==> src/rtl/axi_stream_wr_master.sv <==
// rtl/axi_stream_wr_master.sv - descriptor-driven AXI4 write master fed by a data stream
// Splits each descriptor into INCR bursts bounded by MAX_BURST_LEN and 4 KB pages.
module axi_stream_wr_master #(
  parameter int DATA_WIDTH    = 32,
  parameter int ADDR_WIDTH    = 16,
  parameter int STRB_WIDTH    = DATA_WIDTH / 8,
  parameter int ID_WIDTH      = 8,
  parameter int AXI_ID        = 0,
  parameter int MAX_BURST_LEN = 16,
  parameter int LEN_WIDTH     = 16
) (
  input  logic                  clk,
  input  logic                  rst,
  input  logic [ADDR_WIDTH-1:0] s_desc_addr,
  input  logic [LEN_WIDTH-1:0]  s_desc_len,
  input  logic                  s_desc_valid,
  output logic                  s_desc_ready,
  input  logic [DATA_WIDTH-1:0] s_axis_tdata,
  input  logic                  s_axis_tvalid,
  output logic                  s_axis_tready,
  output logic [1:0]            m_status_error,
  output logic                  m_status_valid,
  output logic [ID_WIDTH-1:0]   m_axi_awid,
  output logic [ADDR_WIDTH-1:0] m_axi_awaddr,
  output logic [7:0]            m_axi_awlen,
  output logic [2:0]            m_axi_awsize,
  output logic [1:0]            m_axi_awburst,
  output logic                  m_axi_awlock,
  output logic [3:0]            m_axi_awcache,
  output logic [2:0]            m_axi_awprot,
  output logic                  m_axi_awvalid,
  input  logic                  m_axi_awready,
  output logic [DATA_WIDTH-1:0] m_axi_wdata,
  output logic [STRB_WIDTH-1:0] m_axi_wstrb,
  output logic                  m_axi_wlast,
  output logic                  m_axi_wvalid,
  input  logic                  m_axi_wready,
  input  logic [ID_WIDTH-1:0]   m_axi_bid,
  input  logic [1:0]            m_axi_bresp,
  input  logic                  m_axi_bvalid,
  output logic                  m_axi_bready
);

  localparam int SIZE = $clog2(STRB_WIDTH);

  typedef enum logic [1:0] {IDLE, ADDR, DATA, RESP} state_t;

  state_t                state;
  logic [ADDR_WIDTH-1:0] addr_q;
  logic [LEN_WIDTH-1:0]  remaining;
  logic [8:0]            beats_q;
  logic [7:0]            cnt;
  logic [1:0]            err;
  logic [1:0]            err_max;
  logic [31:0]           rem_w;
  logic [31:0]           bnd_w;
  logic [31:0]           beats_w;
  logic                  in_data;
  logic                  unused_bid;

  assign unused_bid = ^m_axi_bid;

  assign m_axi_awid    = ID_WIDTH'(AXI_ID);
  assign m_axi_awsize  = 3'(SIZE);
  assign m_axi_awburst = 2'b01;
  assign m_axi_awlock  = 1'b0;
  assign m_axi_awcache = 4'b0011;
  assign m_axi_awprot  = 3'b000;

  // W channel is a straight pass-through of the stream while a burst is open
  assign in_data       = (state == DATA);
  assign m_axi_wvalid  = in_data & s_axis_tvalid;
  assign s_axis_tready = in_data & m_axi_wready;
  assign m_axi_wdata   = s_axis_tdata;
  assign m_axi_wstrb   = '1;
  assign m_axi_wlast   = in_data && (cnt == '0);

  assign err_max = (m_axi_bresp > err) ? m_axi_bresp : err;

  // Beats left before the aligned address reaches the next 4 KB page
  always_comb begin
    rem_w   = 32'(remaining);
    bnd_w   = (32'd4096 - {20'd0, addr_q[11:0]}) >> SIZE;
    beats_w = rem_w;
    if (beats_w > 32'(MAX_BURST_LEN)) beats_w = 32'(MAX_BURST_LEN);
    if (beats_w > bnd_w) beats_w = bnd_w;
  end

  always_ff @(posedge clk) begin
    if (rst) begin
      state          <= IDLE;
      s_desc_ready   <= 1'b0;
      m_axi_awvalid  <= 1'b0;
      m_axi_awaddr   <= '0;
      m_axi_awlen    <= '0;
      m_axi_bready   <= 1'b0;
      m_status_valid <= 1'b0;
      m_status_error <= 2'b00;
      err            <= 2'b00;
      addr_q         <= '0;
      remaining      <= '0;
      beats_q        <= '0;
      cnt            <= '0;
    end else begin
      m_status_valid <= 1'b0;
      case (state)
        IDLE: begin
          s_desc_ready <= 1'b1;
          if (s_desc_valid && s_desc_ready) begin
            s_desc_ready <= 1'b0;
            addr_q       <= s_desc_addr & ~ADDR_WIDTH'(STRB_WIDTH - 1);
            remaining    <= s_desc_len;
            err          <= 2'b00;
            if (s_desc_len == '0) begin
              m_status_valid <= 1'b1;
              m_status_error <= 2'b00;
            end else begin
              state <= ADDR;
            end
          end
        end
        ADDR: begin
          if (!m_axi_awvalid) begin
            m_axi_awaddr  <= addr_q;
            m_axi_awlen   <= 8'(beats_w - 32'd1);
            beats_q       <= 9'(beats_w);
            m_axi_awvalid <= 1'b1;
          end else if (m_axi_awready) begin
            m_axi_awvalid <= 1'b0;
            addr_q        <= addr_q + ADDR_WIDTH'(32'(beats_q) << SIZE);
            remaining     <= remaining - LEN_WIDTH'(beats_q);
            cnt           <= m_axi_awlen;
            state         <= DATA;
          end
        end
        DATA: begin
          if (m_axi_wvalid && m_axi_wready) begin
            if (cnt == '0) begin
              state        <= RESP;
              m_axi_bready <= 1'b1;
            end else begin
              cnt <= cnt - 8'd1;
            end
          end
        end
        RESP: begin
          if (m_axi_bvalid && m_axi_bready) begin
            m_axi_bready <= 1'b0;
            err          <= err_max;
            if (remaining != '0) begin
              state <= ADDR;
            end else begin
              m_status_valid <= 1'b1;
              m_status_error <= err_max;
              state          <= IDLE;
            end
          end
        end
        default: state <= IDLE;
      endcase
    end
  end

endmodule

==> config.mk <==
export PLATFORM = sky130hd
export DESIGN_NAME = axi_stream_wr_master
export DESIGN_NICKNAME = d
export VERILOG_FILES = /design/src/rtl/axi_stream_wr_master.sv
export SDC_FILE = /design/constraint.sdc
export NUM_CORES = 1
export LEC_CHECK = 0
export ABC_CLOCK_PERIOD_IN_PS = 10950
export BUFFER_PORTS_ARGS = -buffer_cell sky130_fd_sc_hd__buf_2
export CAP_MARGIN = 15
export CORE_MARGIN = 3
export CORE_UTILIZATION = 30
export DETAILED_ROUTE_END_ITERATION = 10
export PLACE_DENSITY_LB_ADDON = 0.3
export SETUP_SLACK_MARGIN = 0.5
export SLEW_MARGIN = 10
export SYNTH_ARGS = -nofsm -noshare
export SYNTH_HDL_FRONTEND = slang
export SYNTH_SLANG_ARGS = --single-unit
==> constraint.sdc <==
create_clock -name clk -period 10.95 [get_ports clk]
set_input_delay 1.6425 -clock clk [delete_from_list [all_inputs] [get_ports clk]]
set_output_delay 1.6425 -clock clk [all_outputs]
set_load 0.05 [all_outputs]
* Word-level counts from Yosys, hierarchy flattened
Index checks and enable logic that the tools add are counted.
** Storage, ports and cells
- Register bits :: 83
- Latch bits :: 0
- RAM bits :: 0
- Bits in read-only memories :: 0
- Output and inout port bits :: 90
- Word-level logic and storage cells :: 101
- Memories :: 0
** Operators by class
- $add $sub $neg :: 5
- Multipliers :: 0
- Divide/modulo/power cells :: 0
- $lt $le $gt $ge :: 3
- Eq/ne operators :: 13
- Shift-type cells :: 0
- Mux-type cells :: 45
- Bitwise gates (word level) :: 3
- Reduce and logical (&&, ||, !) cells :: 19
** Operators with widths (number)
- $mux W16 :: 7
- $pmux W16 S2 :: 2
- $mux W8 :: 4
- $gt A16 B30 Y1 :: 1
- $mux W2 :: 14
- $add A16 B11 Y16 :: 1
- $gt A16 B5 Y1 const B :: 1
- $logic_not A16 Y1 :: 1
- $ne A2 B2 Y1 const B :: 8
- $pmux W8 S2 :: 1
- $reduce_bool A16 Y1 :: 1
- $sub A16 B9 Y16 :: 1
- $sub A8 B1 Y8 const B :: 2
- $sub A13 B12 Y14 const A :: 1
- $mux W1 :: 11
- $reduce_and A5 Y1 :: 2
- $mux W9 :: 1
- $logic_not A8 Y1 :: 1
- $pmux W2 S2 :: 2
- $pmux W2 S4 :: 1
- $reduce_and A4 Y1 :: 2
- $reduce_bool A2 Y1 :: 4
- $reduce_and A7 Y1 :: 1
- $eq A2 B2 Y1 const B :: 2
- other kinds (10) :: 16

* Longest topological paths before layout
- Depth in word-level cells :: 5
- Gate-level depth with buffers :: 17
- Gate-level depth less buffers :: 17

* Worst setup path after synthesis
No wires, ideal clock.
- Path type :: flip-flop to output port
- From :: register state[0]
- To :: output m_axi_wlast
- Arrival time :: 2666 ps
- Data required time :: 9308 ps
- Path slack :: 6641 ps
- Stages on the path, launching flop included :: 6
- Buffers on the path :: 1
- Cells stage by stage :: dfxtp_1 inv_1 ha_1 buf_2 clkinv_1 nor4_1
** On the way
- Word-level cells in the longest chain between the ends :: 2
** Ends and longest elaborated chain
- start: declaration :: line 48 : state_t state;
- start signal: assignment :: line 91 : state <= IDLE;
- start signal: assignment :: line 118 : state <= ADDR;
- start signal: assignment :: line 133 : state <= DATA;
- $eq A2 B2 Y1 :: line 71 : assign in_data = (state == DATA);
- $logic_and A1 B1 Y1 :: line 76 : assign m_axi_wlast = in_data && (cnt == '0);
- end: declaration :: line 35 : output logic m_axi_wlast,
Every way passes these cells.

* Worst setup path after layout
Same ends and word-level chain as after synthesis.

==> run_results.csv <==
group,metric,value,unit
timing,rsz0062_at_grt,"no",
drt,ant_nets,0,
timing,final_max_slew_viol_count,0,
final_layout,nets,902,
synthesis,yosysTopAreaCellShare,27.3,%
run_status,outcome,"complete, no violations",
synthesis,ys_seq_elements,79,
grt,grt_pass1_wl,26400,µm
flow_run,cap_viol_max_count,0,
synthesis,syn-mean-instance-area,7.70,µm²
timing,finalHoldViolations,0,
synthesis,postSynthCellCount,752,
final_layout,syn2layout_area_growth,10.5,%
clock_network,cts.clk_slew.worst_paths,60,ps
critical_path,slowest_stage,"nor4_1",
min_path,holdCritPathClass,"flop to flop",
placement,dpl.hpwl,11900,µm
clock_network,postCtsHoldBufs,0,
grt,grt_overflow,0,
clock_network,cts_resized,0,
clock_network,clock_latency,350,ps
pwr,ir_drop,149,µV
timing,tightest_slew,1170,ps
drt,viasPerCell,5.10,
timing,holdWs,450,ps
synthesis,yosys-top-cells-count,"80 x nand2_1, 79 x dfxtp_1, 59 x buf_4",
drt,vias,5322,
final_layout,layout-drive-gt1-share,14.7,%
synthesis,ys.flop_type,"dfxtp_1",
timing,finalSetupTns,0,ps
drt,drc,0,
clock_network,clockBufferDepth,2,
die,initial_core_util,30.8,%
grt,grt.total_usage,15.1,%
final_layout,stdcell_count,1044,
placement,dp.cells,1028,
synthesis,async_reset_ff_share,0,%
synthesis,synth_edf_count,0,
critical_path,cp_max_fo,18,
critical_path,max_stage_delay,670,ps
synthesis,ys_warn_count,0,
die,rows,50,
critical_path,cp_cell_sequence,"inv_1, ha_1, clkinv_1, nor4_1, buf_2",
synthesis,synth_area,5790,µm²
timing,relSlewSlack,21.1,%
critical_path,path_buf_inv,3,
placement,place_congestion,0.861,
clock_network,cts_setup_buffers,0,
die,fp.dieH,145,µm
grt,grt_max_degree,60,
critical_path,path_class,"flop to output port",
critical_path,critPathLaunchType,"flop",
placement,portBuffers,69,
die,die_area,21000,µm²
grt,grt_pass1_vias,5019,
synthesis,ys_top_cells_by_area,"dfxtp_1 27%, ha_1 8.6%, buf_4 7.6%, nand2_1 5.2%, a21oi_1 4.6%",
die,core,18800,µm²
synthesis,yosysSeqAreaShare,27.3,%
clock_network,numCtsBuffers,9,
timing,timing.final.crit_share,41.3,%
pwr,power.density,366,nW/µm²
synthesis,synth_most_common_cell,"nand2_1",
clock_network,root_buffer,"clkbuf_16",
critical_path,end_kind,"output port",
critical_path,arrival,2880,ps
synthesis,yosysUniqueCellTypes,70,
drt,drt_iter0_drc,242,
timing,fin_skew,6.68,ps
drt,wl_per_cell,15.3,µm
clock_network,cts_tree,"yes",
critical_path,critical_path.top_delay_family,"buffers and inverters",
die,io_pins,171,
die,die_w,145,µm
clock_network,htreeDepth,3,
grt,antenna_found_initial,1,
clock_network,cts_num_sinks,79,
pwr,p_leak,0.00259,µW
synthesis,yosys.area.top_type,"dfxtp_1",
timing,final-setup-viol-count,0,
critical_path,crit_required,9310,ps
drt,routed_wl,16000,µm
timing,post-route-min-period,4520,ps
drt,firstDrtPassIters,4,
timing,max_freq,221,MHz
per-layer routing:
| metal | GRT usage, % | part of all wire [%] | up-vias | routed length [µm] |
|---|---|---|---|---|
| met1 | 20.8 | 48 | 2511 | 7710 |
| li1 | - | - | 2675 | - |
| met4 | 3.66 | 1.1 | 0 | 174 |
| met5 | 0 | 0 | - | 0 |
| met3 | 2.78 | 4.7 | 14 | 758 |
| met2 | 24.6 | 46 | 122 | 7360 |
path summary, 6_finish.rpt:
check / to / slack, ps / cells after the start / startpoint
worst min register to register: m_axi_awaddr[11] / 450 / 2 / m_axi_awaddr[11]
worst max register to register: m_axi_awlen[6] / 6480 / 16 / remaining[5]
worst min-delay path: m_axi_awaddr[11] / 450 / 2 / m_axi_awaddr[11]
worst max-delay path: m_axi_wlast / 6430 / 5 / state[0]
cell usage in the layout, fill, tap and decap left out, drive strengths merged, types with 4 or more instances in the layout:
cell type	instances
nand3	25
or3	12
o31ai	6
or4	6
clkbuf	13
and2	6
nand4	7
o21a	11
nand2	80
nor2b	12
xor2	4
o22ai	5
ha	40
o311ai	4
nand2b	9
conb	33
a21oi	53
mux2	4
dfxtp	79
buf	77
o211ai	9
xnor2	12
nor4	11
a221oi	4
o21ai	41
a21o	9
nor2	57
mux2i	14
inv	37
a211oi	21
a31oi	9
nor3	24
flip-flops by register name, indices dropped and copies added (netlist names):
signal,cells
m_axi_awvalid,1
addr_q,14
state,2
err,2
cnt,8
m_axi_bready,1
m_axi_awlen,8
m_axi_awaddr,14
beats_q,9
remaining,16
s_desc_ready,1
m_status_valid,1
m_status_error,2
worst reg2reg max path: stages, from the launching register on:
cell      delay, ps
dfxtp_1         340
or4_4           570
nor4_4          470
inv_2           170
nor2_1          160
ha_1            260
nor2b_1         130
o31ai_1         220
a21oi_1         140
o21ai_2         470
mux2i_1         340
ha_1            320
nand2_1         120
a211oi_1        270
xnor2_1         100
mux2i_1         180
a21oi_1          90
layout make-up:
cell class	count	area [µm²]
fillers	2009	12400
multi-input cells	574	3620
flip-flops and latches	79	1580
repair buffers	77	405
well taps	260	325
clock buffers	13	280
inverters	38	143
clock inverters	2	37.5
diodes	1	2.50
metrics by stage:
stage,area (µm²),power [µW],utilization [%],worst slack [ps]
2_1_floorplan,5910,1690,-,6640
3_3_place_gp,6080,2010,32.3,6560
3_5_place_dp,6080,2010,32.3,6520
4_1_cts,6390,2350,34.0,6480
5_1_grt,6390,2570,34.0,6070
6_report,6400,2340,34.0,6430
where the power goes:
group          leakage (µW)  switching, µW  internal [µW]
clock              0.000154            120            200
sequential         0.000644            111            380
combinational       0.00179            962            570
total               0.00259           1190           1150
kinds of logic after synthesis:
logic type | after synthesis | share of synthesized area, %
AOI/OAI and AO/OA | 198 | 22.0
xor gates and xnor gates | 16 | 2.42
adders and majority gates | 42 | 9.33
buffers and inverters | 130 | 12.3
DFF | 79 | 27.3
muxes | 18 | 3.20
other | 2 | 0.130
and+or+nand+nor | 267 | 23.3
(Power assumes the default switching activity.)
